===== src/rtl/aes_inv_mix_col_seq.sv =====
`default_nettype none
// +----------------------------------------------------------------------------+
// | Module      : aes_inv_mix_col_seq                                          |
// | Description : Iterative AES InvMixColumns engine. Accepts a 128-bit state  |
// |               over a valid/ready handshake, transforms it in place one     |
// |               column per clock and presents the result on a second         |
// |               valid/ready handshake.                                       |
// |               Optional macro AES_INV_MC_PARALLEL_EN: four column units,    |
// |               the whole state is transformed in a single CALC cycle.       |
// | Revision    : 1.0  initial release                                         |
// +----------------------------------------------------------------------------+
module aes_inv_mix_col_seq (
   input  logic         clk,
   input  logic         rst,
   input  logic         in_valid,
   output logic         in_ready,
   input  logic [127:0] in_data,
   output logic         out_valid,
   input  logic         out_ready,
   output logic [127:0] out_data
);

   localparam logic [1:0] S_IDLE = 2'd0;
   localparam logic [1:0] S_CALC = 2'd1;
   localparam logic [1:0] S_DONE = 2'd2;

   // GF(2^8) doubling modulo x^8+x^4+x^3+x+1
   function automatic logic [7:0] xt(input logic [7:0] b);
      return {b[6:0], 1'b0} ^ (8'h1b & {8{b[7]}});
   endfunction

   function automatic logic [7:0] mul9(input logic [7:0] b);
      return xt(xt(xt(b))) ^ b;
   endfunction

   function automatic logic [7:0] mulb(input logic [7:0] b);
      return xt(xt(xt(b))) ^ xt(b) ^ b;
   endfunction

   function automatic logic [7:0] muld(input logic [7:0] b);
      return xt(xt(xt(b))) ^ xt(xt(b)) ^ b;
   endfunction

   function automatic logic [7:0] mule(input logic [7:0] b);
      return xt(xt(xt(b))) ^ xt(xt(b)) ^ xt(b);
   endfunction

   // One column through the inverse MixColumns matrix; s0 is the MSB byte
   function automatic logic [31:0] inv_mix_col(input logic [31:0] c);
      logic [7:0] s0, s1, s2, s3;
      s0 = c[31:24];
      s1 = c[23:16];
      s2 = c[15:8];
      s3 = c[7:0];
      return {mule(s0) ^ mulb(s1) ^ muld(s2) ^ mul9(s3),
              mul9(s0) ^ mule(s1) ^ mulb(s2) ^ muld(s3),
              muld(s0) ^ mul9(s1) ^ mule(s2) ^ mulb(s3),
              mulb(s0) ^ muld(s1) ^ mul9(s2) ^ mule(s3)};
   endfunction

   logic [1:0]   r_state;
   logic [1:0]   w_state_nxt;
   logic [127:0] r_work;
   logic         w_accept;
   logic         w_calc_last;

   assign w_accept = (r_state == S_IDLE) && in_valid;
   assign out_data = r_work;

`ifdef AES_INV_MC_PARALLEL_EN
   logic [127:0] w_par_res;

   genvar gi;
   generate
      for (gi = 0; gi < 4; gi = gi + 1) begin : g_col_unit
         assign w_par_res[127-32*gi -: 32] = inv_mix_col(r_work[127-32*gi -: 32]);
      end
   endgenerate

   // All four columns finish together, so CALC is always a single cycle
   assign w_calc_last = 1'b1;

   // Working register: capture on accept, whole-state update in CALC
   always_ff @(posedge clk or posedge rst) begin
      if (rst) begin
         r_work <= 128'h0;
      end else if (w_accept) begin
         r_work <= in_data;
      end else if (r_state == S_CALC) begin
         r_work <= w_par_res;
      end
   end
`else
   logic [1:0]  r_col;
   logic [31:0] w_col_in;
   logic [31:0] w_col_res;

   // Shared column unit fed by the column selected by r_col
   always_comb begin
      w_col_in = r_work[127:96];
      case (r_col)
         2'd0:    w_col_in = r_work[127:96];
         2'd1:    w_col_in = r_work[95:64];
         2'd2:    w_col_in = r_work[63:32];
         default: w_col_in = r_work[31:0];
      endcase
   end

   assign w_col_res   = inv_mix_col(w_col_in);
   assign w_calc_last = (r_col == 2'd3);

   // Working register and column counter; the counter wraps 3->0 on the last CALC edge
   always_ff @(posedge clk or posedge rst) begin
      if (rst) begin
         r_work <= 128'h0;
         r_col  <= 2'd0;
      end else if (w_accept) begin
         r_work <= in_data;
         r_col  <= 2'd0;
      end else if (r_state == S_CALC) begin
         case (r_col)
            2'd0:    r_work[127:96] <= w_col_res;
            2'd1:    r_work[95:64]  <= w_col_res;
            2'd2:    r_work[63:32]  <= w_col_res;
            default: r_work[31:0]   <= w_col_res;
         endcase
         r_col <= r_col + 2'd1;
      end
   end
`endif

   // State register
   always_ff @(posedge clk or posedge rst) begin
      if (rst) begin
         r_state <= S_IDLE;
      end else begin
         r_state <= w_state_nxt;
      end
   end

   // Next-state decode
   always_comb begin
      w_state_nxt = r_state;
      case (r_state)
         S_IDLE:  if (in_valid) w_state_nxt = S_CALC;
         S_CALC:  if (w_calc_last) w_state_nxt = S_DONE;
         S_DONE:  if (out_ready) w_state_nxt = S_IDLE;
         default: w_state_nxt = S_IDLE;
      endcase
   end

   // Handshake outputs decoded from registered state only
   always_comb begin
      in_ready  = 1'b0;
      out_valid = 1'b0;
      case (r_state)
         S_IDLE:  in_ready  = 1'b1;
         S_DONE:  out_valid = 1'b1;
         default: begin
            in_ready  = 1'b0;
            out_valid = 1'b0;
         end
      endcase
   end

endmodule
`default_nettype wire


===== config.mk =====
export PLATFORM = sky130hd
export DESIGN_NAME = aes_inv_mix_col_seq
export DESIGN_NICKNAME = d
export VERILOG_FILES = /design/src/rtl/aes_inv_mix_col_seq.sv
export SDC_FILE = /design/constraint.sdc
export NUM_CORES = 1
export LEC_CHECK = 0
export ABC_AREA = 0
export CAP_MARGIN = 20
export CELL_PAD_IN_SITES_DETAIL_PLACEMENT = 0
export CELL_PAD_IN_SITES_GLOBAL_PLACEMENT = 1
export CORE_ASPECT_RATIO = 1.2
export CORE_UTILIZATION = 39
export DETAILED_ROUTE_END_ITERATION = 8
export PLACE_DENSITY_LB_ADDON = 0.08
export SLEW_MARGIN = 40
export SYNTH_ARGS = -nofsm -noshare
export SYNTH_HDL_FRONTEND = slang
export SYNTH_SLANG_ARGS = --single-unit
export TNS_END_PERCENT = 1

===== constraint.sdc =====
create_clock -name clk -period 7.1 [get_ports clk]
set_clock_uncertainty 0.1 [all_clocks]
set_input_delay 0.71 -clock clk [delete_from_list [all_inputs] [get_ports clk]]
set_output_delay 0.71 -clock clk [all_outputs]
set_load 0.05 [all_outputs]

After elaboration in Yosys (flattened, before gate mapping)

Index checks and enable logic that the tools add are counted.

Bits in registers: 132
Bits of input ports: 132
Output and inout port bits: 130
Word-level logic and storage cells: 92

$add $sub $neg: 1
Equal/unequal tests: 9
Multiplexer cells: 15
Bitwise operators: 48
Reductions and logical operators: 13

Operators with widths:

| operator                                            | number |
|---|---|
| XOR 8 bit                                           | 36 |
| two-way mux 128 bit                                 | 2 |
| two-way mux 32 bit                                  | 4 |
| one-hot mux 32 bit (3 select lines)                 | 1 |
| XOR 8 x 5 -> 8 bit                                  | 12 |
| two-way mux 2 bit                                   | 5 |
| AND reduction 2 bit                                 | 4 |
| nonzero test 2 bit                                  | 4 |
| equality test 2 bit, second input constant          | 3 |
| != test 2 bit, second input constant                | 3 |
| one-hot mux 2 bit (3 select lines)                  | 1 |
| equality test 2 x 1 -> 1 bit, second input constant | 2 |
| zero test 2 bit                                     | 2 |
| AND reduction 3 bit                                 | 1 |
| OR reduction 3 bit                                  | 1 |
| adder 2 x 1 -> 2 bit, second input constant         | 1 |
| two-way mux 1 bit                                   | 2 |
| != test 2 x 1 -> 1 bit, second input constant       | 1 |
| logical AND 1 bit                                   | 1 |

Longest topological paths before layout

Gate-level depths: netlist of run 1.

Depth after elaboration: 13
Mapped depth: 14
Gate-level depth less buffers: 10

Worst setup path before layout of run 1

No wires, ideal clock.

Kind: reg2reg
From: register r_col[0]
To: register r_work[35], in the netlist out_data[35]
Library setup time: 83 ps
Arrival time: 3151 ps
Required time: 6917 ps
Slack: 3766 ps
Cell stages (with the launch flop): 12
Buffers on the path: 1
Period minus slack after synthesis: 3334 ps
Cells stage by stage: dfrtp_1 -> inv_1 -> ha_1 -> buf_6 -> a222oi_1 -> xor2_1 -> a21oi_1 -> xnor2_2 -> xnor2_2 -> xnor2_1 -> xor3_1 -> o21ai_0

Word-level cells in the longest chain between the ends: 13
Elaborated cells between the ends (all ways): 31
Those cells by class: 2 x eq/ne; 4 x mux; 22 x bitwise; 3 x reduce/logical

RTL lines:

| element                                           | RTL line | text |
|---|---|---|
| from (decl)                                       | 94       | `logic [1:0] r_col;` |
| from (signal assigned)                            | 127      | `r_col <= r_col + 2'd1;` |
| equality test 2 bit, or another cell as far along | 101, 121 |  |
| one-hot mux 32 bit (3 select lines)               | 101      | `case (r_col)` |
| XOR 8 x 5 -> 8 bit (3 in a row)                   | 29       | `return {b[6:0], 1'b0} ^ (8'h1b & {8{b[7]}});` |
| XOR 8 bit (on tied branches) (2 in a row)         | 37, 41   |  |
| XOR 8 bit (3 in a row)                            | 58       | `mulb(s0) ^ muld(s1) ^ mul9(s2) ^ mule(s3)};` |
| two-way mux 32 bit                                | 121      | `case (r_col)` |
| two-way mux 128 bit                               | 120      | `end else if (r_state == S_CALC) begin` |
| two-way mux 128 bit                               | 117      | `end else if (w_accept) begin` |
| to (signal assigned)                              | 118      | `r_work <= in_data;` |
| to (signal assigned)                              | 124      | `2'd2: r_work[63:32] <= w_col_res;` |
| to (decl)                                         | 63       | `logic [127:0] r_work;` |

Parallel ways exist; a longest one is shown, timed or not. The select of a mux whose other input is x is not followed.
A chain may end at the register's enable or synchronous reset.

Worst setup path in the final report of run 1

From: register r_col[1]
To: register r_work[28], in the netlist out_data[28]

Word-level cells in the longest chain between the ends: 13
Elaborated cells between the ends (all ways): 32
Those cells by class: 3 x eq/ne; 4 x mux; 22 x bitwise; 3 x reduce/logical

RTL lines:

| element                                           | RTL line | text |
|---|---|---|
| equality test 2 bit, or another cell as far along | 101, 121 |  |
| one-hot mux 32 bit (3 select lines)               | 101      |  |
| XOR 8 x 5 -> 8 bit (3 in a row)                   | 29       |  |
| XOR 8 bit (on tied branches) (2 in a row)         | 45, 37   |  |
| XOR 8 bit (3 in a row)                            | 55       | `return {mule(s0) ^ mulb(s1) ^ muld(s2) ^ mul9(s3),` |
| two-way mux 32 bit                                | 121      |  |
| two-way mux 128 bit                               | 120      |  |
| two-way mux 128 bit                               | 117      |  |
| to (signal assigned)                              | 118      |  |
| to (signal assigned)                              | 125      | `default: r_work[31:0] <= w_col_res;` |

Parallel ways exist; a longest one is shown, timed or not. The select of a mux whose other input is x is not followed.

==> reports/qor.log, run 1 <==
INFO  timing         grt_setup_unrepaired=false
INFO  cts            clk_root_buffer_cell=clkbuf_16
INFO  timing         slew_headroom=0.395
INFO  detailed_routing detail_route.wirelength=40600um
INFO  timing         timing.final.crit_share=0.682
INFO  yosys          synth.largest_area_cell=dfrtp_1
INFO  timing         hold_viol_final=0
INFO  critical_path  worstSetupEndpointType=flop
INFO  global_route   met2_usage=0.534
INFO  critical_path  worst-path-max-fanout=19
INFO  layout         insertedDiodeCount=0
INFO  timing         fmaxAchievable=207MHz
INFO  outcome        outcome=completed
INFO  layout         final_cell_mix=clkdlybuf4s50_1, xnor2_1, o21ai_0
INFO  cts            tritoncts_num_sinks=132
INFO  global_route   globalRouteTotalUtil=0.330
INFO  die            floorplan.die_area=24900um^2
INFO  placed_design  port-buffer-count=261
INFO  critical_path  required=7.27ns
INFO  cts            insertion_delay=0.43ns
INFO  detailed_routing via_per_inst=5.71
INFO  timing         timing.final.max_slew_violations=0
INFO  layout         nFillCells=2297
INFO  hold_path      timing.hold.worst.class=reg2reg
INFO  layout         mostFrequentLayoutCell=clkdlybuf4s50_1
INFO  global_route   grt.overflow.total=0
INFO  yosys          yosysWarningCount=0
INFO  global_route   number_of_antenna_violations_at_the_first_check_in_global_routing=0
INFO  cts            cts_max_path_buffers=2
INFO  cts            clk_transition_reported_paths=0.07ns
INFO  die            io_pins=262
INFO  cts            cts_buffers=17
INFO  global_route   grt_first_pass_wirelength=60000um
INFO  global_route   grt_max_degree=73
INFO  global_route   first_global_vias=9371
INFO  cts            post_cts_repair_resize_count=0
INFO  cts            post_cts_buffers=0
INFO  yosys          post_synth_instance_area=9480um^2
INFO  yosys          synth_top_area_share=0.349
INFO  timing         totalNegativeSetupSlack=0ns
INFO  cts            tritoncts=yes
INFO  detailed_routing route.antenna.remaining_nets=0
INFO  critical_path  worst_ep_arrival_time=5.01ns
INFO  timing         min_period=4.84ns
INFO  timing         tightest_slew=0.908ns
INFO  global_route   globalRoute.busiestLayer=met2
INFO  placed_design  finalWeightedCongestion=0.999
INFO  die            die_width=144um
INFO  detailed_routing routed_wl_per_cell=24.5um
INFO  critical_path  worst_setup_path_start_kind=flop
INFO  yosys          synth_fp_nets=1236
INFO  timing         report.final.setup_viol=0
INFO  yosys          yosys.cell_types.count=37
INFO  die            core_area=23900um^2
INFO  global_route   met1_usage=0.422
INFO  detailed_routing post-route-drc-count=0
INFO  layout         layout_cell_share_with_drive_strength_beyond_1=0.0660
INFO  yosys          synth_cells=1099
INFO  run            cap_violations=0
INFO  die            initial_utilization=0.397
INFO  cts            ctsHoldBuffers=0
INFO  placed_design  dp_hpwl=30500um
INFO  layout         synth_to_final_area_change=37.1%
INFO  global_route   globalRouteMet3Util=0.0485
INFO  layout         nNetsFinal=1458
INFO  detailed_routing detailroute.via_count=9435
INFO  die            rows=62
INFO  die            die_h=173um
INFO  critical_path  critical_path_class=reg2reg
INFO  yosys          synth.ff_latch_count=132
INFO  detailed_routing firstDrtPassIters=8
INFO  yosys          synthesis.area_per_instance=8.62um^2
INFO  yosys          seq_area_frac_synth=0.349
INFO  yosys          synth.area.top_cells=dfrtp_1, xnor2_1, xor2_1
INFO  detailed_routing drt_iter0_markers=753
INFO  cts            cts_max_level=4
==> flip-flops by register name, summed over array words and instances, names as in the netlist <==
name and flops:
out_data 128, r_col 2, r_state 2
==> area by class of cell <==
| class | count | area (um^2) | share of cell area |
|---|---|---|---|
| clock buffer | 19 | 453 | 0.0349 |
| clock inverter | 12 | 145 | 0.0112 |
| inverter | 7 | 31.3 | 0.00241 |
| multi-input combinational | 857 | 5720 | 0.440 |
| sequential | 132 | 3300 | 0.254 |
| tap | 320 | 400 | 0.0308 |
| timing repair buffer | 306 | 2940 | 0.226 |
==> final timing paths <==
| path | startpoint | end | slack [ns] | cells past startpoint |
|---|---|---|---|---|
| worst min register to register | r_state[1] | r_state[0] | 0.43 | 1 |
| min in group asynchronous | rst | out_data[118] | 0.62 | 2 |
| max in group asynchronous | rst | out_data[15] | 5.17 | 3 |
| worst min-delay path | r_state[1] | r_state[0] | 0.43 | 1 |
| worst max register to register | r_col[1] | out_data[28] | 2.26 | 12 |
| worst max-delay path | r_col[1] | out_data[28] | 2.26 | 12 |
==> critical path: stages, from the launching register on <==
cell	delay, ns
dfrtp_1	0.41
inv_1	0.11
ha_1	0.70
buf_4	0.38
a222oi_1	0.13
buf_4	0.26
xor2_1	0.18
a21oi_1	0.52
xor2_1	0.40
xor2_1	0.38
xnor2_1	0.21
xnor2_1	0.69
o21ai_0	0.19
==> metrics by stage <==
step | instances | util | hold slack (ns) | cell area (um^2) | setup slack [ns]
after floorplan | 1099 | - | 0.369 | 9480 | 2.76
after global placement | 1615 | 0.517 | 0.402 | 12400 | 2.01
after detailed placement | 1622 | 0.519 | 0.412 | 12400 | 2.34
after CTS | 1653 | 0.544 | 0.424 | 13000 | 2.37
after global routing | 1653 | 0.544 | 0.447 | 13000 | 2.19
final | 1653 | 0.544 | 0.435 | 13000 | 2.26
==> logic make-up (layout without fill, tap and decap cells) <==
kind of cell	count (synthesis)	after routing	synth area share
simple gates	194	194	0.0797
mux	12	12	0.0132
flops	132	132	0.349
xor+xnor	288	288	0.272
fa+ha+maj	5	5	0.00660
compound gates	358	358	0.231
buf+inv	110	344	0.0488
==> synth_stat cells <==
library cell / n
xnor2_1: 189
o21ai_0: 144
dfrtp_1: 132
xor2_1: 94
nand2_1: 92
nor2_1: 90
a21oi_1: 86
clkbuf_1: 84
a22oi_1: 78
a222oi_1: 30
buf_2: 10
mux2i_1: 10
inv_1: 6
buf_6: 5
ha_1: 5
a31oi_1: 4
buf_1: 4
o21ai_1: 4
and2_1: 3
nor2b_1: 3
o21ai_2: 3
a21boi_0: 2
a2bb2oi_1: 2
and2_0: 2
nor3_1: 2
o31ai_1: 2
xnor2_2: 2
xnor3_1: 2
a21o_1: 1
a22o_1: 1
inv_2: 1
mux2_2: 1
mux2i_2: 1
nand2b_1: 1
o21ai_4: 1
or3_1: 1
xor3_1: 1
==> layer usage <==
layer / wire (um) / vias to the layer above
met1: 15800 / 4570
met4: 2110 / 0
li1: - / 4233
met3: 3250 / 99
met2: 19400 / 533
met5: 0 / -
Power of run 1 is not shown: default switching activity piles up to over one toggle a cycle in this logic, so the estimate is an artifact.
==> run 2, diff against run 1 <==
- CORE_UTILIZATION: 39 -> 33
- clock period: 7.1 -> 4.43 ns (I/O delays scaled with it)
==> run 2 against run 1 <==
Non-clock buffer count is 28 higher. First-iteration DRC count is 21% higher. Flip-flop and latch count stayed put. Die area is 18% higher. Via count is 0.19% lower. Maximum frequency is 18% higher. Worst setup slack worse by 1.9 ns. Global-route usage is 3.8 points lower. Register-to-register slack worse by 1.9 ns.
==> reports/qor.log, run 2 (synthesis gave the netlist of run 1 again) <==
INFO  outcome        outcome=completed [unchanged]
INFO  detailed_routing drt_iter0_markers=913 [was 753]
INFO  timing         fmaxAchievable=244MHz [was 207 MHz]
INFO  detailed_routing post-route-drc-count=0 [unchanged]
INFO  cts            ctsHoldBuffers=0 [unchanged]
INFO  die            core_area=28100um^2 [was 23900 um^2]
INFO  critical_path  critical_path.reg2reg.endpoint=out_data[45] [was out_data[28]]
INFO  detailed_routing route.antenna.remaining_nets=0 [unchanged]
INFO  die            initial_utilization=0.337 [was 0.397]
INFO  cts            insertion_delay=0.43ns [about the same]
INFO  timing         worst_hold_slack=0.382ns [was 0.435 ns]
INFO  placed_design  finalWeightedCongestion=0.936 [was 0.999]
INFO  cts            clk_transition_reported_paths=0.07ns [about the same]
INFO  layout         final_cell_mix=clkdlybuf4s50_1, xnor2_1, o21ai_0 [unchanged]
INFO  detailed_routing routed_wl_per_cell=24.5um [about the same]
INFO  critical_path  logic_depth_of_the_worst_register_to_register_path=10 [was 12]
INFO  global_route   grt.overflow.total=0 [unchanged]
INFO  critical_path  critPathMostFrequentCell=xnor2_1 [was xor2_1]
INFO  timing         timing.final.crit_share=0.926 [was 0.682]
INFO  die            floorplan.die_area=29400um^2 [was 24900 um^2]
INFO  cts            tritoncts=yes [unchanged]
INFO  detailed_routing via_per_inst=5.41 [was 5.71]
INFO  detailed_routing firstDrtPassIters=8 [unchanged]
INFO  die            die_width=157um [was 144 um]
INFO  layout         nFillCells=2731 [was 2297]
INFO  critical_path  worst_setup_path_start_kind=flop [unchanged]
INFO  critical_path  worst_ep_arrival_time=4.29ns [was 5.01 ns]
INFO  global_route   grt_first_pass_wirelength=62900um [was 60000 um]
INFO  run            cap_violations=0 [unchanged]
INFO  layout         layout_cell_share_with_drive_strength_beyond_1=0.0845 [was 0.0660]
INFO  global_route   globalRouteTotalUtil=0.292 [was 0.330]
INFO  critical_path  required=4.61ns [was 7.27 ns]
INFO  critical_path  crit_end=out_data[45] [was out_data[28]]
INFO  cts            post_cts_buffers=0 [unchanged]
INFO  critical_path  worst-path-max-fanout=9 [was 19]
INFO  die            io_pins=262 [unchanged]
INFO  layout         synth_to_final_area_change=40.6% [was 37.1%]
INFO  timing         hold_viol_final=0 [unchanged]
INFO  timing         tightest_slew=0.806ns [was 0.908 ns]
INFO  cts            cts_max_path_buffers=2 [unchanged]
INFO  layout         nNetsFinal=1486 [was 1458]
INFO  placed_design  port-buffer-count=261 [unchanged]
INFO  global_route   number_of_antenna_violations_at_the_first_check_in_global_routing=0 [unchanged]
INFO  detailed_routing detail_route.wirelength=42700um [was 40600 um]
INFO  layout         flip_flop_count_of_the_largest_register_all_copies_and_words_added=128 [unchanged]
INFO  cts            cts_buffers=17 [unchanged]
INFO  critical_path  rrSetupSlack=0.33ns [was 2.26 ns]
INFO  placed_design  dp_hpwl=32400um [was 30500 um]
INFO  timing         timing.final.max_slew_violations=0 [unchanged]
INFO  cts            clk_root_buffer_cell=clkbuf_16 [unchanged]
INFO  timing         totalNegativeSetupSlack=0ns [unchanged]
INFO  cts            tritoncts_num_sinks=132 [unchanged]
INFO  global_route   first_global_vias=9474 [was 9371]
INFO  hold_path      timing.hold.worst.class=in2async [was reg2reg]
INFO  timing         min_period=4.10ns [was 4.84 ns]
INFO  layout         mostFrequentLayoutCell=clkdlybuf4s50_1 [unchanged]
INFO  critical_path  critical_path.slowest_cell=a222oi_1 [was ha_1]
INFO  critical_path  setup.worst_path.start=r_col[0] [was r_col[1]]
INFO  timing         grt_setup_unrepaired=false [unchanged]
INFO  die            die_h=188um [was 173 um]
INFO  timing         report.final.setup_viol=0 [unchanged]
INFO  critical_path  rr_startpoint=r_col[0] [was r_col[1]]
INFO  critical_path  critical_path_class=reg2reg [unchanged]
INFO  detailed_routing detailroute.via_count=9417 [was 9435]
INFO  critical_path  worstPathCellList=inv_1 > ha_1 > a222oi_1 > nor3_1 > o31ai_1 > xnor2_1 > xnor3_1 > xor2_1 > xnor2_1 > o21ai_0 [was inv_1 > ha_1 > buf_4 > a222oi_1 > buf_4 > xor2_1 > a21oi_1 > xor2_1 > xor2_1 > xnor2_1 > xnor2_1 > o21ai_0]
INFO  cts            post_cts_repair_resize_count=0 [unchanged]
INFO  cts            cts_max_level=4 [unchanged]
INFO  global_route   grt_max_degree=77 [was 73]
INFO  critical_path  worstSetupEndpointType=flop [unchanged]
INFO  critical_path  crit_path_max_incr_delay=0.60ns [was 0.70 ns]
INFO  layout         insertedDiodeCount=0 [unchanged]
INFO  timing         slew_headroom=0.463 [was 0.395]
INFO  die            rows=67 [was 62]
## run 2: area by class of cell
class	count	area, um^2	area share
clock buffers	18	429	0.0322
multi-input cells	857	5720	0.429
well taps	379	474	0.0356
clock inverters	13	153	0.0115
flip-flops and latches	132	3300	0.248
inverters	7	31.3	0.00235
repair buffers	334	3220	0.242
## run 2: metrics by stage
stage / worst slack (ns) / cell area, um^2 / util / instances
floorplan: 0.361 / 9480 / - / 1099
global placement: 0.265 / 12700 / 0.454 / 1708
detailed placement: 0.309 / 12700 / 0.454 / 1709
CTS: 0.298 / 13300 / 0.475 / 1740
global route: 0.0922 / 13300 / 0.475 / 1740
finish: 0.328 / 13300 / 0.475 / 1740
## run 2: per-layer routing
layer | share of wire | wire (um) | up-vias | global-route usage
li1 | - | - | 4292 | -
met5 | 0 | 0 | - | 0
met3 | 0.063 | 2680 | 48 | 0.0391
met2 | 0.49 | 21000 | 444 | 0.501
met4 | 0.026 | 1130 | 0 | 0.0882
met1 | 0.42 | 17900 | 4633 | 0.377
## run 2: worst min path at each step
stage / startpoint / to / slack, ns / depth (start not counted)
after floorplan: r_state[1] / r_state[0] / 0.37 / 1
after global placement: r_state[1] / r_state[0] / 0.40 / 1
after detailed placement: r_state[1] / r_state[0] / 0.40 / 1
after CTS: rst / out_data[46] / 0.41 / 2
after global routing: rst / out_data[118] / 0.42 / 2
final: rst / out_data[118] / 0.38 / 2
## run 2: critical path: cells and delay by family, from the launching register on
| kind | cells | cell delay [ns] |
|---|---|---|
| simple gates | 1 | 0.09 |
| buf+inv | 1 | 0.09 |
| xor+xnor | 4 | 1.60 |
| compound gates | 3 | 1.31 |
| fa+ha+maj | 1 | 0.32 |
| flops | 1 | 0.44 |
Power of run 2 is left out for the same reason.
==> run 3, diff against run 2 <==
- CORE_MARGIN: unset -> 1
==> results of run 3 <==
Same layout as run 2: the final DEF is identical, and so are final timing and power.
Power of run 3 is left out for the same reason.
